<file path="config.mk">
export PLATFORM = sky130hd
export DESIGN_NAME = s_pl_pipe
export DESIGN_NICKNAME = d
export VERILOG_FILES = /design/src/rtl/s_pl_pipe.sv
export SDC_FILE = /design/constraint.sdc
export NUM_CORES = 1
export LEC_CHECK = 0
export ABC_AREA = 1
export CORE_UTILIZATION = 53
export CTS_BUF_LIST = sky130_fd_sc_hd__clkbuf_8
export DETAILED_ROUTE_END_ITERATION = 16
export GPL_ROUTABILITY_DRIVEN = 0
export GPL_TIMING_DRIVEN = 0
export PLACE_DENSITY = 0.91
export REMOVE_ABC_BUFFERS = 1
export SLEW_MARGIN = 20
export SYNTH_ARGS = -nofsm -noshare
export SYNTH_HDL_FRONTEND = slang
export SYNTH_SLANG_ARGS = --single-unit
export TNS_END_PERCENT = 100
</file>
<file path="constraint.sdc">
create_clock -name clk -period 3.6 [get_ports clk]
set_input_delay 0.54 -clock clk [delete_from_list [all_inputs] [get_ports clk]]
set_output_delay 0.54 -clock clk [all_outputs]
set_load 0.01 [all_outputs]
</file>
<file path="src/rtl/s_pl_pipe.sv">
// Elastic multi-stage pipeline register with valid/ready handshake on both sides.
// Bubbles collapse under back-pressure; synchronous flush and a registered occupancy count.
module s_pl_pipe #(
    parameter int              SIZE    = 8,
    parameter int              DEPTH   = 2,
    parameter int              CNT_W   = 2,
    parameter logic [SIZE-1:0] RST_VAL = {SIZE{1'b0}}
) (
    input  logic             clk,
    input  logic             rst_n,
    input  logic             flush,
    input  logic             ivld,
    output logic             irdy,
    input  logic [SIZE-1:0]  idat,
    output logic             ovld,
    input  logic             ordy,
    output logic [SIZE-1:0]  odat,
    output logic [CNT_W-1:0] occ
);

    logic [DEPTH-1:0] vld;
    logic [SIZE-1:0]  dat [DEPTH];

    logic [DEPTH:0]   rdy;
    logic [DEPTH:0]   src_v;
    logic [SIZE-1:0]  src_d [DEPTH+1];
    logic [DEPTH-1:0] vld_nxt;
    logic [CNT_W-1:0] occ_nxt;

    // Ready ripples from the output back to the input; a stage can take a
    // beat if it is empty or everything in front of it can move.
    always_comb begin
        logic acc;
        acc        = ordy;
        rdy        = '0;
        rdy[DEPTH] = ordy;
        for (int k = DEPTH - 1; k >= 0; k--) begin
            acc    = !vld[k] | acc;
            rdy[k] = acc;
        end
    end

    // Source of each stage: the upstream port for stage 0, the previous stage otherwise.
    always_comb begin
        src_v[0] = ivld;
        src_d[0] = idat;
        for (int k = 0; k < DEPTH; k++) begin
            src_v[k+1] = vld[k];
            src_d[k+1] = dat[k];
        end
    end

    // NOTE: every variable written in always_comb gets a default first, so no latch is inferred.
    always_comb begin
        vld_nxt = vld;
        occ_nxt = '0;
        for (int k = 0; k < DEPTH; k++) begin
            if (rdy[k]) begin
                vld_nxt[k] = src_v[k];
            end
        end
        if (flush) begin
            vld_nxt = '0;
        end
        for (int k = 0; k < DEPTH; k++) begin
            occ_nxt = occ_nxt + CNT_W'(vld_nxt[k]);
        end
    end

    // NOTE: state is updated with non-blocking assignments only, so every stage
    // samples its neighbour's pre-edge value.
    // NOTE: the data registers are deliberately reset so odat shows RST_VAL after reset;
    // flush clears only the valids and leaves data untouched.
    always_ff @(posedge clk) begin
        if (!rst_n) begin
            vld <= '0;
            occ <= '0;
            for (int k = 0; k < DEPTH; k++) begin
                dat[k] <= RST_VAL;
            end
        end else begin
            vld <= vld_nxt;
            occ <= occ_nxt;
            for (int k = 0; k < DEPTH; k++) begin
                if (!flush && rdy[k] && src_v[k]) begin
                    dat[k] <= src_d[k];
                end
            end
        end
    end

    assign irdy = rdy[0] & !flush;
    assign ovld = vld[DEPTH-1];
    assign odat = dat[DEPTH-1];

    // Structural invariants: occupancy tracks the valid bits and a stalled output is held.
    a_occ_bound : assert property (@(posedge clk) rst_n |-> (occ <= CNT_W'(DEPTH)));
    a_occ_count : assert property (@(posedge clk) occ == CNT_W'($countones(vld)));
    a_stall_hold : assert property (@(posedge clk)
        (rst_n && !flush && ovld && !ordy) |=> (ovld && $stable(odat)));

endmodule

</file>
### Word-level counts from Yosys, hierarchy flattened

Memory sizes are Yosys's and may differ from the RTL's.
Index checks and enable logic that the tools add are counted.

* flip-flop bits (word level): 4
* RAM bits: 16
* bits of input ports: 13
* output and inout port bits: 12
* logic and storage cells: 28
* memories kept: 1

Memory list
* dat: words 2, width 8, read ports 2, clocked after memory_dff 0, write ports 2, line 22 `logic [SIZE-1:0] dat [DEPTH];`

* add/sub/neg operators: 1
* muxes and demuxes: 12
* bitwise gates (word level): 5
* reduce and logical (&&, ||, !) cells: 7

Operators by type and width (number)
* $mux 8: 2
* $mux 1: 9
* $logic_and 1x1->1: 4
* $or 1x1->1: 4
* $logic_not 1->1: 3
* $add 1x1->2: 1
* $mux 2: 1
* $and 1x1->1: 1

### Depth between registers and ports, before layout

Gate-level depths: netlist of run 1.

* depth in word-level cells: 9
* depth in mapped cells: 8
* depth with buffers taken out: 8

### Worst setup path before layout of run 1

Ideal clock, no wire load.

* path kind: input-to-reg
* from: in rst_n
* to: mem dat[0][0], enable pin
* library setup time: 0.329 ns
* data arrival time: 1.240 ns
* required time: 3.271 ns
* slack: 2.031 ns
* stages on the path: 6
* path buffers: 2
* cell sequence: buf_4 > nand2_2 > clkinv_2 > nand3_4 > buf_6 > nand2_1

RTL lines
* from (decl): line 10 `input logic rst_n,`
* to (decl): line 22

### Worst setup path in the final report of run 1

* from: in ordy
* to: out irdy

* cells in the longest elaborated chain, start to end: 3

RTL lines
* from (decl): line 16 `input logic ordy,`
* $or 1x1->1 (2 in series): line 38 `acc = !vld[k] | acc;`
* $and 1x1->1: line 92 `assign irdy = rdy[0] & !flush;`
* to (decl): line 13 `output logic irdy,`

Every way passes these cells.

==> impl_metrics.toml, run 1 <==
[logic_synthesis]
synth_area_um2 = 973
avgSynthCellArea_um2 = 10.7
ys_ff_latch = 20
synth.distinct_cells = 17
yosys_warnings = 0
synth_seq_area_share_pct = 57.6
synth_cells = 91

[floorplan]
floorplan.initialDensity_pct = 56.4
core_um2 = 1730
rows = 15
io_pins = 25
die_w_um = 44.9
die_area_um2 = 2010
die_h_um = 44.9

[critical_path]
critPathCaptureType = "primary output"
cp-start-kind = "input pin"
cp_max_fo = 3
cp_slowest_stage_delay_ps = 520
cp.arrival_ps = 1820
worst-path-buf-inv = 4
critPathKind = "in -> out"
crit_family = "buffers and inverters"
cp_slowest_cell = "clkdlybuf4s50_1"
crit_chain = "clkdlybuf4s50_1 -> inv_1 -> nand3_1 -> nand2_1 -> inv_1 -> clkdlybuf4s50_1"
required_ps = 3060

[grt]
grt_max_degree = 18
antenna_found_initial = 0
grt_pass1_wl_um = 2350
grt_use_total_pct = 16.9
grt_pass1_vias = 609
overflow = 0

[cells_and_area]
area_growth_pct = 24.3
drive_gt1_share_pct = 17.6
layoutNonFillerInstCount = 133
multiInputGateArea_um2 = 224
diodes = 0
final_nets = 123
n_fill_cell = 138
final-seq-area_um2 = 561

[min_path]
hp-class = "reg -> reg"

[route]
totalWireLength_um = 1360
ant_nets = 0
drc = 0
vias = 606
first_pass_iters = 3
initialDrtViolationCount = 22
detail_route.wl_per_cell_um = 10.2
viasPerCell = 4.56

[power]
p_seq_share_pct = 54.5
intPower_uw = 390
p_per_area_nw_per_um2 = 405
clock_power_share_pct = 34.2
vdd_drop_max_v = 0.000266
p_leak_uw = 0.000519
p_comb_share_pct = 11.3
switchingPower_uw = 100
switching_share_pct = 20.4
design_power_total_uw = 490

[placement]
port_buffers = 24
place_inst = 129
pre_cts_slack_ps = 1220
post-dp-hpwl_um = 1030

[timing]
relSlewSlack_pct = 70.0
fmax_mhz = 423
skew_ps = 3.33
grt_setup_unrepaired = "no"
timing.hold.ws_ps = 556
period_share_pct = 65.7
slew_viol_final = 0
setup_viol = 0
finalSetupTns_ps = 0
final_hold_viol_count = 0
layout_setup_ws_ps = 1240
worst_slew_pin_slew_ps = 450
min_period_ps = 2360

[clock_tree]
cts_tree = "yes"
ctsResizeCount = 0
cts_root_buf = "clkbuf_8"
clock_sinks = 20
cts_buffers = 3
htreeDepth = 1
path_clk_slew_ps = 70
clockBufferDepth = 2
postCtsSetupBuffers = 0
ctsHoldBuffers = 0
clkLatencyLatePin_ps = 260

[flow_run]
drv_cap = 0

[run_status]
status = "completed"
## cell usage after synthesis
cell type / number / area [um^2]
a21oi_1: 7 / 35.0
a21oi_2: 10 / 87.6
and2_1: 1 / 6.26
buf_4: 9 / 67.6
buf_6: 2 / 22.5
clkinv_2: 1 / 5.00
dfxtp_1: 4 / 80.1
edfxtp_1: 16 / 480
ha_1: 1 / 12.5
inv_1: 25 / 93.8
nand2_1: 9 / 33.8
nand2_2: 1 / 6.26
nand3_1: 1 / 5.00
nand3_2: 1 / 10.0
nand3_4: 1 / 17.5
nor2_1: 1 / 3.75
nor2_2: 1 / 6.26
## layout by cell type (no fill, tap or decap), types with 4 or more instances in the layout
| master | n |
|---|---|
| a21oi_1 | 7 |
| a21oi_2 | 10 |
| clkbuf_8 | 4 |
| clkdlybuf4s50_1 | 24 |
| dfxtp_1 | 4 |
| edfxtp_1 | 16 |
| inv_1 | 25 |
| nand2_1 | 9 |
## layout make-up
type	instances	area share (%)
inverters	26	8.17
multi-input cells	34	18.5
flip-flops and latches	20	46.3
clock buffers	4	4.55
repair buffers	24	19.9
well taps	25	2.59
## stage by stage
step | instance area, um^2 | utilization [%]
after floorplan | 883 | -
after global placement | 1150 | 66.9
after detailed placement | 1150 | 66.9
after CTS | 1210 | 70.1
after global routing | 1210 | 70.1
final | 1210 | 70.1
## layer usage
layer | track usage (%) | up-vias | wire length (um)
met2 | 30.6 | 21 | 725
li1 | - | 309 | -
met1 | 17.4 | 270 | 523
met5 | 0 | - | 0
met3 | 3.60 | 6 | 77
met4 | 10.9 | 0 | 32
## flip-flops by register name, indices dropped and copies added, names as in the netlist
| register | cells |
|---|---|
| dat | 16 |
| vld | 2 |
| occ | 2 |
## logic make-up after synthesis
| family | count (synthesis) | synth area share, % |
|---|---|---|
| buf+inv | 37 | 19.4 |
| flops | 20 | 57.6 |
| compound gates | 17 | 12.6 |
| simple gates | 16 | 9.13 |
| fa+ha+maj | 1 | 1.29 |
## worst reg2reg max path, cell delays in order, from the launching register on
cell and delay, ps:
dfxtp_1 340, nand3_1 160, nand3_4 250, nand2_1 340
## power groups by stage
| stage | clock network (uW) | logic [uW] | registers, uW |
|---|---|---|---|
| floorplan | 0 | 21.4 | 275 |
| global placement | 0 | 54.1 | 271 |
| detailed placement | 0 | 55.8 | 272 |
| CTS | 171 | 56.1 | 267 |
| global route | 179 | 60.9 | 268 |
| finish | 168 | 55.4 | 267 |
## worst paths after layout
check              end       from  slack, ps  cells after the start
max reg2reg  dat[0][0]     vld[1]       2190                      3
max               irdy       ordy       1240                      6
min reg2reg  dat[0][8]  dat[0][0]        560                      2
min          dat[0][8]  dat[0][0]        560                      2
Power figures use the tool's default switching activity.
==> run 2, diff against run 1 <==
--- a/config.mk
+++ b/config.mk
@@ -6,12 +6,12 @@
 export NUM_CORES = 1
 export LEC_CHECK = 0
 export ABC_AREA = 1
-export CORE_UTILIZATION = 53
+export CORE_UTILIZATION = 49
 export CTS_BUF_LIST = sky130_fd_sc_hd__clkbuf_8
 export DETAILED_ROUTE_END_ITERATION = 16
 export GPL_ROUTABILITY_DRIVEN = 0
 export GPL_TIMING_DRIVEN = 0
-export PLACE_DENSITY = 0.91
+export PLACE_DENSITY = 0.85
 export REMOVE_ABC_BUFFERS = 1
 export SLEW_MARGIN = 20
 export SYNTH_ARGS = -nofsm -noshare
==> constraint.sdc (replaced) <==
create_clock -name clk -period 2.4 [get_ports clk]
set_input_delay 0.36 -clock clk [delete_from_list [all_inputs] [get_ports clk]]
set_output_delay 0.36 -clock clk [all_outputs]
set_load 0.01 [all_outputs]
==> impl_metrics.toml, run 2 (synthesis gave the netlist of run 1 again) <==
[run_status]
status = "completed"

[critical_path]
crit_chain = "clkdlybuf4s50_1 -> inv_1 -> nand3_1 -> nand2_1 -> inv_1 -> clkdlybuf4s50_1"
cp-start-kind = "input pin"
r2r_cells = 3
cp_slowest_stage_delay_ps = 520
cp_max_fo = 3
cp_slowest_cell = "clkdlybuf4s50_1"
startpoint = "ordy"
rr_endpoint = "dat[0][4]"
cp.arrival_ps = 1670
r2r_start = "vld[1]"
critPathCaptureType = "primary output"
required_ps = 2040
crit_end = "irdy"
critPathKind = "in -> out"
rrSetupSlack_ps = 990

[timing]
min_period_ps = 2030
setup_viol = 0
period_share_pct = 84.6
fmax_mhz = 493
slew_viol_final = 0
skew_ps = 6.33
worst_slew_pin_slew_ps = 429
finalSetupTns_ps = 0
layout_setup_ws_ps = 371
relSlewSlack_pct = 71.4
grt_setup_unrepaired = "no"
final_hold_viol_count = 0

[route]
viasPerCell = 4.34
first_pass_iters = 4
vias = 577
detail_route.wl_per_cell_um = 9.26
ant_nets = 0
totalWireLength_um = 1230
initialDrtViolationCount = 8
drc = 0

[floorplan]
rows = 15
die_w_um = 46.6
die_h_um = 46.6
core_um2 = 1800
io_pins = 25
die_area_um2 = 2170
floorplan.initialDensity_pct = 54.0

[placement]
place_area_um2 = 1150
pre_cts_slack_ps = 335
place_inst = 129
port_buffers = 24
post-dp-hpwl_um = 927

[grt]
grt_use_total_pct = 13.7
grt_max_degree = 18
overflow = 0
antenna_found_initial = 0
grt_pass1_wl_um = 2030
grt_pass1_vias = 492

[cells_and_area]
design_area_um2 = 1200
layoutNonFillerInstCount = 133
final_common_cell = "inv_1"
largest_reg_flops = 16
n_fill_cell = 146
top_regs = "dat: 16 flops, occ: 2 flops, vld: 2 flops"
most-common-layout-cells = "inv_1 (26), clkdlybuf4s50_1 (24), edfxtp_1 (16)"
diodes = 0
final_nets = 123
largest_register = "dat"
area_growth_pct = 23.3
drive_gt1_share_pct = 16.7

[clock_tree]
ctsHoldBuffers = 0
path_clk_slew_ps = 70
htreeDepth = 1
cts_tree = "yes"
clock_sinks = 20
postCtsSetupBuffers = 0
clkLatencyLatePin_ps = 250
clockBufferDepth = 2
cts_root_buf = "clkbuf_8"
cts_buffers = 3
ctsResizeCount = 0

[power]
switchingPower_uw = 143
clock_power_share_pct = 30.6
intPower_uw = 552
p_comb_share_pct = 11.9
p_leak_uw = 0.000518
switching_share_pct = 20.6
vdd_drop_max_v = 0.000461
p_seq_share_pct = 57.5
p_per_area_nw_per_um2 = 579

[min_path]
hp-class = "reg -> reg"

[flow_run]
drv_cap = 0
## run 2: how the worst min path moves through the flow
stage	cells past startpoint	start	to	slack [ps]
after global placement	2	dat[0][2]	dat[0][10]	540
after global routing	2	dat[0][2]	dat[0][10]	590
final	2	dat[0][0]	dat[0][8]	570
after detailed placement	2	dat[0][0]	dat[0][8]	550
after floorplan	2	rst_n	occ[0]	450
after CTS	2	dat[0][0]	dat[0][8]	570
## run 2: metal layers
metal | up-vias | track usage, % | share of wire (%) | wire [um]
li1 | 307 | - | - | -
met3 | 3 | 2.35 | 3.7 | 46
met1 | 250 | 18.5 | 46 | 563
met5 | - | 0 | 0 | 0
met2 | 17 | 20.3 | 49 | 602
met4 | 0 | 8.82 | 1.5 | 19
## run 2: worst max-delay path, delay by kind of cell
| kind | cells | cell delay, ps |
|---|---|---|
| buffers and inverters | 4 | 1080 |
| AND/OR/NAND/NOR | 2 | 230 |
## run 2: power groups by stage
stage          combinational (uW)  clock (uW)  sequential, uW
6_report                     82.9         212             400
2_1_floorplan                32.2           0             412
5_1_grt                      91.8         231             401
4_1_cts                      83.6         215             400
3_5_place_dp                 83.3           0             407
3_3_place_gp                 80.6           0             407
## run 2: metrics by stage
stage	hold WS, ps	total power, uW	utilization (%)
after floorplan	453	444	-
after global placement	542	487	64.1
after detailed placement	555	491	64.1
after CTS	571	699	66.6
after global routing	595	723	66.6
final	570	695	66.6
## run 2: cell type report
class	instances	area (um^2)	share of cell area, %
clock buffers	3	41.3	3.44
multi-input cells	34	224	18.7
inverters	26	98.8	8.24
repair buffers	24	240	20.0
flip-flops and latches	20	561	46.7
well taps	25	31.3	2.61
clock inverters	1	3.75	0.313
==> run 3, diff against run 2 <==
==> constraint.sdc (replaced) <==
create_clock -name clk -period 2 [get_ports clk]
set_input_delay 0.3 -clock clk [delete_from_list [all_inputs] [get_ports clk]]
set_output_delay 0.3 -clock clk [all_outputs]
set_load 0.01 [all_outputs]
==> impl_metrics.toml, run 3 (synthesis gave the netlist of run 1 again) <==
[power]
design_power_total_uw = 834
p_leak_uw = 0.000518
clock_power_share_pct = 30.5
switchingPower_uw = 172
vdd_drop_max_v = 0.000553
intPower_uw = 662
p_comb_share_pct = 12.0
switching_share_pct = 20.6
p_per_area_nw_per_um2 = 692
p_seq_share_pct = 57.5

[clock_tree]
cts_root_buf = "clkbuf_8"
ctsResizeCount = 0
postCtsSetupBuffers = 0
htreeDepth = 1
clock_sinks = 20
cts_buffers = 3
path_clk_slew_ps = 70
cts_tree = "yes"
ctsHoldBuffers = 0
clockBufferDepth = 2
clkLatencyLatePin_ps = 250

[timing]
skew_ps = 5.77
final_hold_viol_count = 0
slew_viol_final = 0
relSlewSlack_pct = 71.3
min_period_ps = 1860
finalSetupTns_ps = 0
period_share_pct = 93.1
worst_slew_pin_slew_ps = 430
grt_setup_unrepaired = "no"
fmax_mhz = 537
setup_viol = 0

[cells_and_area]
largest_register = "dat"
final_common_cell = "inv_1"
drive_gt1_share_pct = 17.6
design_area_um2 = 1200
diodes = 0
most-common-layout-cells = "inv_1 (26), clkdlybuf4s50_1 (24), edfxtp_1 (16)"
top_regs = "dat: 16 flops, occ: 2 flops, vld: 2 flops"
area_growth_pct = 23.8
final_nets = 123
largest_reg_flops = 16

[floorplan]
die_w_um = 46.6
die_area_um2 = 2170
rows = 15
io_pins = 25
floorplan.initialDensity_pct = 54.0
core_um2 = 1800
die_h_um = 46.6

[critical_path]
required_ps = 1700
critPathKind = "in -> out"
cp_max_fo = 3
cp.arrival_ps = 1560
critPathCaptureType = "primary output"
cp-start-kind = "input pin"

[grt]
antenna_found_initial = 0
grt_use_total_pct = 13.7
overflow = 0
grt_pass1_vias = 492
grt_pass1_wl_um = 2030
grt_max_degree = 18

[route]
viasPerCell = 4.34
detail_route.wl_per_cell_um = 9.50
vias = 577
first_pass_iters = 4
initialDrtViolationCount = 8
drc = 0
totalWireLength_um = 1260
ant_nets = 0

[placement]
place_area_um2 = 1150
post-dp-hpwl_um = 927
port_buffers = 24

[run_status]
status = "completed"

[min_path]
hp-class = "reg -> reg"

[flow_run]
drv_cap = 0
run 3: worst max-delay path: stages:
cell and delay (ps):
clkdlybuf4s50_1 450, inv_1 150, nand2_1 80, inv_1 60
clkdlybuf4s50_1 520
run 3: per-stage QoR:
stage / cells / hold slack (ps) / worst slack [ps] / util [%]
floorplan: 80 / 393 / 704 / -
global placement: 129 / 542 / 49.1 / 64.1
finish: 133 / 569 / 139 / 66.9
CTS: 133 / 571 / 85.3 / 66.6
detailed placement: 129 / 555 / -4.59 / 64.1
global route: 133 / 595 / 51.9 / 66.9
run 3: area by class of cell:
type	instances	area (um^2)
clock buffer	3	41.3
clock inverter	1	3.75
fill	145	597
inverter	26	98.8
multi-input combinational	34	229
sequential	20	561
tap	25	31.3
timing repair buffer	24	240
run 3: routing by layer:
metal,part of all wire (%),GRT usage [%]
met2,48,20.3
met1,47,18.5
met3,3.1,2.35
met5,0,0
met4,1.9,8.82
run 3: worst paths after layout:
kind	slack [ps]	startpoint	cells past startpoint	to
worst max-delay path	140	flush	5	irdy
worst min-delay path	570	dat[0][0]	2	dat[0][8]
worst max register to register	640	vld[0]	4	dat[0][14]
worst min register to register	570	dat[0][0]	2	dat[0][8]
run 3: power by group through the flow:
stage / Clock (uW) / Combinational [uW] / Sequential (uW)
2_1_floorplan: 0 / 38.6 / 494
3_3_place_gp: 0 / 96.7 / 488
3_5_place_dp: 0 / 100 / 489
4_1_cts: 258 / 100 / 480
5_1_grt: 277 / 110 / 481
6_report: 254 / 99.9 / 480
